**config.mk**
```make
export PLATFORM = sky130hd
export DESIGN_NAME = lsu_pipe_exec_unit
export DESIGN_NICKNAME = d
export VERILOG_FILES = /design/src/rtl/variables.sv /design/src/rtl/lsu_be_ram.sv /design/src/rtl/lsu_pipe_exec_unit.sv
export SDC_FILE = /design/constraint.sdc
export NUM_CORES = 1
export LEC_CHECK = 0
export ABC_AREA = 1
export BUFFER_PORTS_ARGS = -buffer_cell sky130_fd_sc_hd__buf_2
export CAP_MARGIN = 25
export CELL_PAD_IN_SITES_DETAIL_PLACEMENT = 1
export CELL_PAD_IN_SITES_GLOBAL_PLACEMENT = 1
export CORE_MARGIN = 5
export CORE_UTILIZATION = 37
export CTS_CLUSTER_DIAMETER = 80
export DETAILED_ROUTE_END_ITERATION = 6
export PLACE_DENSITY = 0.6
export SLEW_MARGIN = 10
export SYNTH_ARGS = -nofsm -noshare
export SYNTH_HDL_FRONTEND = slang
export SYNTH_SLANG_ARGS = --single-unit
```
**constraint.sdc**
```tcl
create_clock -name clk -period 3.7 [get_ports clk]
set_clock_uncertainty 0.2 [all_clocks]
set_input_delay 0.925 -clock clk [delete_from_list [all_inputs] [get_ports clk]]
set_output_delay 0.925 -clock clk [all_outputs]
set_load 0.02 [all_outputs]
```
**src/rtl/variables.sv**
```systemverilog
// Shared LSU definitions: default widths and the access-size encoding.
package variables;

  localparam int DATA_WIDTH_DEF = 32;
  localparam int ADDR_WIDTH_DEF = 5;
  localparam int TAG_WIDTH_DEF  = 6;

  // Encoding 3 is reserved and behaves exactly like a full-word access.
  typedef enum logic [1:0] {
    SZ_BYTE = 2'd0,
    SZ_HALF = 2'd1,
    SZ_WORD = 2'd2,
    SZ_RSVD = 2'd3
  } size_e;

endpackage

```
**src/rtl/lsu_be_ram.sv**
```systemverilog
// Data RAM: one word per address, per-byte write enables, registered read (read-before-write).
module lsu_be_ram #(
  parameter int DW = 32,
  parameter int AW = 5
)(
  input  logic             clk,
  input  logic             i_we,
  input  logic [DW/8-1:0]  i_be,
  input  logic [AW-1:0]    i_waddr,
  input  logic [DW-1:0]    i_wdata,
  input  logic [AW-1:0]    i_raddr,
  output logic [DW-1:0]    o_rdata
);

  logic [DW-1:0] r_mem [2**AW];
  logic [DW-1:0] r_rdata;

  always_ff @(posedge clk) begin
    r_rdata <= r_mem[i_raddr];
    if (i_we) begin
      for (int i = 0; i < DW / 8; i++) begin
        if (i_be[i]) r_mem[i_waddr][i*8 +: 8] <= i_wdata[i*8 +: 8];
      end
    end
  end

  assign o_rdata = r_rdata;

endmodule

```
**src/rtl/lsu_pipe_exec_unit.sv**
```systemverilog
// Load/store execution unit: address calc + store write at accept, S1 RAM read, result register onto the CDB.
module lsu_pipe_exec_unit
  import variables::*;
#(
  parameter int DATA_WIDTH = DATA_WIDTH_DEF,
  parameter int ADDR_WIDTH = ADDR_WIDTH_DEF,
  parameter int TAG_WIDTH  = TAG_WIDTH_DEF
)(
  input  logic                  clk,
  input  logic                  rst,
  input  logic                  issue_valid,
  output logic                  issue_ready,
  input  logic                  issue_is_store,
  input  logic [1:0]            issue_size,
  input  logic                  issue_unsigned,
  input  logic [DATA_WIDTH-1:0] issue_rs_data,
  input  logic [DATA_WIDTH-1:0] issue_rt_data,
  input  logic [DATA_WIDTH-1:0] issue_imm,
  input  logic [TAG_WIDTH-1:0]  issue_rd_tag,
  input  logic                  flush,
  output logic                  cdb_valid,
  output logic [DATA_WIDTH-1:0] cdb_data,
  output logic [TAG_WIDTH-1:0]  cdb_tag,
  output logic                  cdb_exc,
  input  logic                  cdb_grant
);

  localparam int NB = DATA_WIDTH / 8;
  localparam int OW = $clog2(NB);

  logic [DATA_WIDTH-1:0] w_ea;
  logic [OW-1:0]         w_off;
  logic [ADDR_WIDTH-1:0] w_idx;
  logic [ADDR_WIDTH-1:0] w_raddr;
  size_e                 w_size;
  logic                  w_mis;
  logic                  w_acc;
  logic                  w_we;
  logic                  w_s1_adv;
  logic                  w_unused_ea;
  logic [NB-1:0]         w_be;
  logic [DATA_WIDTH-1:0] w_wdata;
  logic [DATA_WIDTH-1:0] w_rd_data;
  logic [DATA_WIDTH-1:0] w_shift;
  logic [DATA_WIDTH-1:0] w_load_data;

  logic                  r_s1_valid;
  logic [ADDR_WIDTH-1:0] r_s1_idx;
  logic [OW-1:0]         r_s1_off;
  size_e                 r_s1_size;
  logic                  r_s1_unsigned;
  logic [TAG_WIDTH-1:0]  r_s1_tag;
  logic                  r_s1_exc;

  logic                  r_res_valid;
  logic [DATA_WIDTH-1:0] r_res_data;
  logic [TAG_WIDTH-1:0]  r_res_tag;
  logic                  r_res_exc;

  assign w_ea        = issue_rs_data + issue_imm;
  assign w_off       = w_ea[OW-1:0];
  assign w_idx       = w_ea[OW +: ADDR_WIDTH];
  assign w_unused_ea = ^w_ea[DATA_WIDTH-1:OW+ADDR_WIDTH];
  assign w_size      = size_e'(issue_size);

  assign w_s1_adv    = !r_res_valid || cdb_grant;
  assign issue_ready = !rst && !flush && (!r_s1_valid || w_s1_adv);
  assign w_acc       = issue_valid && issue_ready;
  assign w_we        = w_acc && issue_is_store && !w_mis;
  // A stalled load keeps re-reading its own word so the data is fresh when it finally moves on.
  assign w_raddr     = (r_s1_valid && !w_s1_adv) ? r_s1_idx : w_idx;

  always_comb begin
    w_mis   = 1'b0;
    w_be    = '1;
    w_wdata = issue_rt_data;
    case (w_size)
      SZ_BYTE: begin
        w_be    = {{(NB-1){1'b0}}, 1'b1} << w_off;
        w_wdata = {NB{issue_rt_data[7:0]}};
      end
      SZ_HALF: begin
        w_mis   = w_off[0];
        w_be    = {{(NB-2){1'b0}}, 2'b11} << w_off;
        w_wdata = {(NB/2){issue_rt_data[15:0]}};
      end
      default: w_mis = (w_off != '0);
    endcase
  end

  lsu_be_ram #(
    .DW(DATA_WIDTH),
    .AW(ADDR_WIDTH)
  ) u_ram (
    .clk    (clk),
    .i_we   (w_we),
    .i_be   (w_be),
    .i_waddr(w_idx),
    .i_wdata(w_wdata),
    .i_raddr(w_raddr),
    .o_rdata(w_rd_data)
  );

  assign w_shift = w_rd_data >> {r_s1_off, 3'b000};

  always_comb begin
    w_load_data = w_shift;
    case (r_s1_size)
      SZ_BYTE: w_load_data = {{(DATA_WIDTH-8){!r_s1_unsigned && w_shift[7]}}, w_shift[7:0]};
      SZ_HALF: w_load_data = {{(DATA_WIDTH-16){!r_s1_unsigned && w_shift[15]}}, w_shift[15:0]};
      default: ;
    endcase
    if (r_s1_exc) w_load_data = '0;
  end

  always_ff @(posedge clk or posedge rst) begin
    if (rst) begin
      r_s1_valid    <= 1'b0;
      r_s1_idx      <= '0;
      r_s1_off      <= '0;
      r_s1_size     <= SZ_BYTE;
      r_s1_unsigned <= 1'b0;
      r_s1_tag      <= '0;
      r_s1_exc      <= 1'b0;
    end else if (flush) begin
      r_s1_valid <= 1'b0;
    end else if (w_acc) begin
      r_s1_valid    <= !issue_is_store;
      r_s1_idx      <= w_idx;
      r_s1_off      <= w_off;
      r_s1_size     <= w_size;
      r_s1_unsigned <= issue_unsigned;
      r_s1_tag      <= issue_rd_tag;
      r_s1_exc      <= w_mis;
    end else if (w_s1_adv) begin
      r_s1_valid <= 1'b0;
    end
  end

  always_ff @(posedge clk or posedge rst) begin
    if (rst) begin
      r_res_valid <= 1'b0;
      r_res_data  <= '0;
      r_res_tag   <= '0;
      r_res_exc   <= 1'b0;
    end else if (flush) begin
      r_res_valid <= 1'b0;
    end else if (w_s1_adv) begin
      r_res_valid <= r_s1_valid;
      if (r_s1_valid) begin
        r_res_data <= w_load_data;
        r_res_tag  <= r_s1_tag;
        r_res_exc  <= r_s1_exc;
      end
    end
  end

  assign cdb_valid = r_res_valid;
  assign cdb_data  = r_res_data;
  assign cdb_tag   = r_res_tag;
  assign cdb_exc   = r_res_exc;

endmodule

```
==> impl_results.md, run 1 <==
* Status: finished, final reports clean
* Mean post-synth cell area at 10.24 um2
* CTS tree: yes
* Sum Neg Setup Slack at 0 ns
* Worst-path cell chain: buf_2 > ha_1 > inv_1 > fa_1 > inv_1 > nand3_1 > nand3_1 > nand2_2 > buf_4 > buf_4 > nor3_2 > nand2_2 > buf_12 > nor2_1 > buf_4
* Post-synth EDFFs at 1024
* Nets at 5254
* Core box area at 131100 um2
* # fillers at 14.48k
* Tightest Hold Check Type: input port to async pin
* DR iter-0 viols at 2962
* DRC Markers at 0
* Die Area at 139000 um2
* Tightest Pin Transition at 0.9173 ns
* First-pass GRT wire length at 244300 um
* Placed wire-length estimate at 112200 um
* GRT Total Usage at 23.64%
* Post-synth ARST share at 5.206%
* Worst path top cell family by delay: simple AND/OR/NAND/NOR gates
* Initial DRT Pass Iterations at 5
* Initial cell density of the core at 37.15%
* Vias/cell at 5.202
* Max incr delay on CP at 0.49 ns
* Pint at 23.45 mW
* Fin util at 44.70%
* CTS root buffer: clkbuf_16
* Finish-stage setup viols at 0
* Sequential share of power at 43.9%
* Multi-input gate area at 12760 um2
* Peak fanout along the critical path at 8
* Sw Ratio at 29.21%
* Post-synthesis cell type count at 39
* Final hold vios at 0
* Lkg Pwr at 23.91 nW
* Cell mode on critical path: buf_4
* Worst-Skew Late Latency at 0.76 ns
* Drt total wl at 167900 um
* Syn nets at 4877
* Synth Register Bits at 1114
* Unrepaired setup endpoints after global routing: no
* Post-route insts no fill at 6999
* Layout cells sized above 1 at 14.48%
* Placed cells at 6756
* Post-synth top flop: edfxtp_1
* CTS buffer count at 132
* Number of global-route vias before repair at 36.73k
* Clk sinks at 1114
* Cells after Synth at 4759
* Setup bufs post-CTS at 0
* Die X at 372.9 um
* Die height at 372.9 um
* # H-tree levels at 4
* Max Clk Rate at 0.2755 GHz
* Port-buffer cells at 101
* Post-synth top area cell: edfxtp_1
* Largest net degree at the start of global routing at 64
* Clock power share at 37.8%
* Hold_buf cts at 0
* Std cell rows at 133
* Fin. max-slew vios at 0
* Signal arrival time at the worst endpoint at 3.88 ns
* Final ANT Viol Nets at 0
* NetSw at 9.677 mW
* Register area at 32840 um2
* Clk slew on worst S/H paths at 0.05 ns
* Critical path launch point type: input port
* Comb power frac at 18.3%
* Worst EP required at 3.95 ns
* Register area share after synthesis at 67.41%
* Initial antenna violation count at 3
* WS Path Type: input port to flop
* Io pins at 152
* Dominant cells by area after synthesis: edfxtp_1, nand2_1, nand3_1
* PwrDens at 565.1 nW/um2
* VDD IR-drop max at 366.9 uV
* Synth top area share at 63.12%
* Max Root-Sink Buffers at 3
* Placer Congestion at 0.8361
* Critical path endpoint category: flop
* Minimum clock period at 3.629 ns
* Cell Area, Synth at 48720 um2
* CP bufs+invs at 7
* Fin crit share at 98.09%
* Slowest CP cell: nor3_2
* Syn-to-layout area delta at 20.32%
* Worst hold margin at 0.03772 ns
* Slew headroom at 38.62%
* Gr ovfl total at 0
* Vias at 36.41k
* WL/cell at 23.99 um
* Max-cap violations at 0
* Yosys warns at 0
==> Yosys cell counts (7+ instances only) <==
cell	count
a21oi_1	18
a22o_1	9
a32o_1	7
buf_1	25
buf_2	180
buf_4	10
clkbuf_1	73
clkinv_1	62
dfrtp_1	58
dfxtp_1	32
edfxtp_1	1024
inv_1	448
mux2i_1	7
nand2_1	1506
nand3_1	732
nand3b_1	32
nand4_1	98
nor2_1	200
o211ai_1	11
o21ai_0	60
o21ai_1	123
==> layout make-up <==
type	instances	share of cell area (%)
Tap cell	1755	3.746
Sequential cell	1114	56.02
Timing Repair Buffer	531	8.111
Multi-Input combinational cell	2844	21.78
Clock inverter	62	0.9263
Inverter	513	3.285
Clock buffer	178	6.124
Antenna cell	2	0.008538
==> final timing paths <==
kind,from,end,slack [ns],cells past startpoint
worst min register to register,r_s1_tag[5]$_DFFE_PP0P_,cdb_tag[5]$_DFFE_PP0P_,0.27,2
worst max register to register,cdb_valid$_DFFE_PP0P_,u_ram.o_rdata[23]$_DFF_P_,0.83,13
max in group asynchronous,rst,cdb_data[8]$_DFFE_PP0P_,2.58,3
worst max-delay path,issue_imm[0],u_ram.r_mem[7][27]$_DFFE_PP_,0.07,15
worst min-delay path,rst,cdb_tag[3]$_DFFE_PP0P_,0.04,2
min in group clk,flush,cdb_valid$_DFFE_PP0P_,0.19,2
==> logic make-up (layout without fill, tap and decap cells) <==
group                      count (synthesis)  count (layout)  share of synthesized area [%]
other                                      0               2                              0
muxes                                      9               9                         0.1900
buffers and inverters                    801            1284                          6.711
AOI/OAI and AO/OA                        231             231                          2.594
xor gates and xnor gates                   3               3                        0.08477
DFF                                     1114            1114                          67.41
adders and majority gates                  7               7                         0.1952
and+or+nand+nor                         2594            2594                          22.82
==> power groups by stage <==
stage	logic [mW]	registers [mW]	clock network, mW
floorplan	3.02	14.7	0
global placement	5.98	14.8	0
detailed placement	6.05	14.8	0
finish	6.05	14.6	12.5
CTS	6.08	14.5	12.8
global route	6.54	14.6	13.4
==> metal layers <==
metal | GRT usage, % | share of wire [%]
met1 | 32.58 | 45
met2 | 38.02 | 46
met3 | 4.041 | 6.0
met4 | 8.117 | 3.4
met5 | 0 | 0
==> cell usage in the layout (no fill, tap or decap), types with 38 or more instances in the layout <==
cell	Yosys	layout
clkbuf_16	0	135
nand4_1	98	98
edfxtp_1	1024	1024
dfrtp_1	58	58
buf_4	10	348
buf_2	180	101
buf_12	0	81
o21ai_1	123	120
nand2_1	1506	1499
nand3_1	732	729
nor2_1	200	197
clkbuf_1	73	38
o21ai_0	60	54
inv_1	448	447
clkinv_1	62	85
==> registers in the layout (all words and copies together) (netlist names), 2 cells and up <==
signal,flops
cdb_data,32
cdb_tag,6
r_s1_idx,5
r_s1_off,2
r_s1_size,2
r_s1_tag,6
u_ram.o_rdata,32
u_ram.r_mem,1024
==> repair_timing <==
| action | in CTS | in global routing |
|---|---|---|
| resized for setup | 0 | 4 |
| endpoints found under the setup margin | 0 | 40 |
| endpoints found under the hold margin | 0 | 0 |
==> stage by stage <==
stage                     total power [mW]  instance area, um2  worst slack, ns
after floorplan                      17.74               48720           0.2113
after detailed placement             20.85               54460          -0.7691
after global placement               20.77               54460          -0.7729
after CTS                            33.39               58590          0.05102
final                                33.13               58620          0.07066
after global routing                 34.48               58620         0.002934
Note: power is estimated with default switching activity, not from simulation.
==> run 2, diff against run 1 <==
- clock period: 3.7 -> 4.5 ns (I/O delays scaled with it)
==> impl_results.md, run 2 (synthesis gave the netlist of run 1 again) <==
* GRT Total Usage at 23.20%
* Initial antenna violation count at 5
* Sum Neg Setup Slack at 0 ns
* Commonest cells after routing, fill and taps aside: nand2_1, edfxtp_1, nand3_1, inv_1, buf_4
* Slowest CP cell: nand2_1
* Worst path top cell family by delay: simple AND/OR/NAND/NOR gates
* Clk sinks at 1114
* DRC Markers at 2
* Largest net degree at the start of global routing at 96
* Drt total wl at 165600 um
* PostCTS Resize Cnt at 0
* Status: finished, violations left
* # H-tree levels at 3
* WL/cell at 24.16 um
* Final ANT Viol Nets at 0
* Pre-CTS setup slack at -0.2350 ns
* Max-cap violations at 0
* CTS tree: yes
* Lkg Pwr at 23.05 nW
* # fillers at 14.54k
* Die height at 372.9 um
* Max incr delay on CP at 0.70 ns
* WS Path Type: input port to flop
* Initial DRT Pass Iterations at 7
* Multi-input gate area at 12750 um2
* Final hold vios at 0
* Worst-Skew Late Latency at 0.74 ns
* Io pins at 152
* Port-buffer cells at 101
* Max Root-Sink Buffers at 3
* Failing checks: DRC
* Max Clk Rate at 0.2444 GHz
* Nets at 5114
* VDD IR-drop max at 288.8 uV
* Fin util at 43.45%
* Number of global-route vias before repair at 35.87k
* Std cell rows at 133
* Slew headroom at 27.83%
* Die Area at 139000 um2
* Vias at 35.79k
* Placer Congestion at 0.8498
* Finish-stage setup viols at 0
* CTS root buffer: clkbuf_16
* First-pass GRT wire length at 241500 um
* Hold_buf cts at 0
* Core box area at 131100 um2
* Register area at 32840 um2
* Unrepaired setup endpoints after global routing: no
* Worst-path cell chain: buf_2 > ha_1 > inv_1 > fa_1 > inv_1 > nand3_1 > nand2_1 > nand2_1 > nand2_2 > inv_1 > nor3_2 > nand2_1 > nor2_1 > buf_4
* Fin crit share at 90.92%
* Post-route insts no fill at 6854
* Layout cells sized above 1 at 12.12%
* Fin. max-slew vios at 0
* Peak fanout along the critical path at 8
* Total chip power at 26.42 mW
* Initial cell density of the core at 37.15%
* DR iter-0 viols at 2960
* Tightest Hold Check Type: input port to async pin
* Placed cells at 6627
* Post-route setup slack at 0.4085 ns
* Commonest non-fill, non-tap cell in the layout: nand2_1
* Syn-to-layout area delta at 16.94%
* PwrDens at 463.7 nW/um2
* Worst hold margin at 0.2677 ns
* Clk slew on worst S/H paths at 0.06 ns
* Minimum clock period at 4.091 ns
* R2R setup slack at 1.56 ns
* Top reg by flops: u_ram.r_mem
* Critical path endpoint category: flop
* Gr ovfl total at 0
* Placement Cell Area at 53060 um2
* Setup bufs post-CTS at 0
* Vias/cell at 5.222
* Largest register FFs at 1024
* Critical path launch point type: input port
* Tightest Pin Transition at 1.080 ns
* Worst EP required at 4.71 ns
* Placed wire-length estimate at 106100 um
* Die X at 372.9 um
* CP bufs+invs at 5
* Signal arrival time at the worst endpoint at 4.30 ns
* CTS buffer count at 121
* Post-route cell area at 56970 um2
[run 2: cell count changes in the layout (fill, tap and decap cells not counted), moves of 2 or more]
cell	previous run	this run
bufinv_16	7	10
buf_12	81	47
clkbuf_1	38	31
nor2_1	197	199
inv_6	10	5
buf_4	348	253
clkbuf_16	135	124
clkinv_2	13	22
nand2_2	7	5
inv_8	2	0
nand2_1	1499	1501
clkinvlp_4	4	1
nor2_2	4	2
[run 2: per-layer routing]
| layer | global-route usage, % | share of wire [%] | up-vias |
|---|---|---|---|
| met4 | 7.508 | 3.1 | 0 |
| met2 | 37.72 | 47 | 1000 |
| li1 | - | - | 16440 |
| met1 | 32.05 | 44 | 18120 |
| met3 | 3.622 | 5.8 | 226 |
| met5 | 0 | 0 | - |
[run 2: worst register-to-register path, cell delays in order, from the launching register on]
cell	delay, ns
dfrtp_1	0.47
nand3_2	0.12
buf_4	0.28
inv_1	0.18
nand2_4	0.12
buf_12	0.44
nand4_1	0.35
nand3_1	0.19
nand3_1	0.19
nand3_1	0.21
nand2_1	0.08
[run 2: final timing paths]
path	endpoint	cells after the start	startpoint
setup reg to reg	u_ram.o_rdata[29]$_DFF_P_	10	r_s1_valid$_DFFE_PP0P_
min in group clk	cdb_data[30]$_DFFE_PP0P_	2	cdb_data[30]$_DFFE_PP0P_
hold reg to reg	cdb_data[30]$_DFFE_PP0P_	2	cdb_data[30]$_DFFE_PP0P_
setup / recovery	u_ram.r_mem[0][28]$_DFFE_PP_	14	issue_rs_data[0]
hold / removal	cdb_valid$_DFFE_PP0P_	2	rst
max in group asynchronous	cdb_data[29]$_DFFE_PP0P_	3	rst
[run 2: power breakdown]
part	leakage [nW]	switching [mW]	internal, mW
registers	9.98	0.305	11.7
logic	11.2	3.28	1.34
clock network	1.91	4.15	5.69
[run 2: cell type report]
cell class	count	area share, %
Antenna cell	2	0.008785
Inverter	513	3.380
Clock inverter	63	1.028
Clock buffer	161	5.796
Timing Repair Buffer	402	5.899
Tap cell	1755	3.854
Multi-Input combinational cell	2844	22.39
Sequential cell	1114	57.65
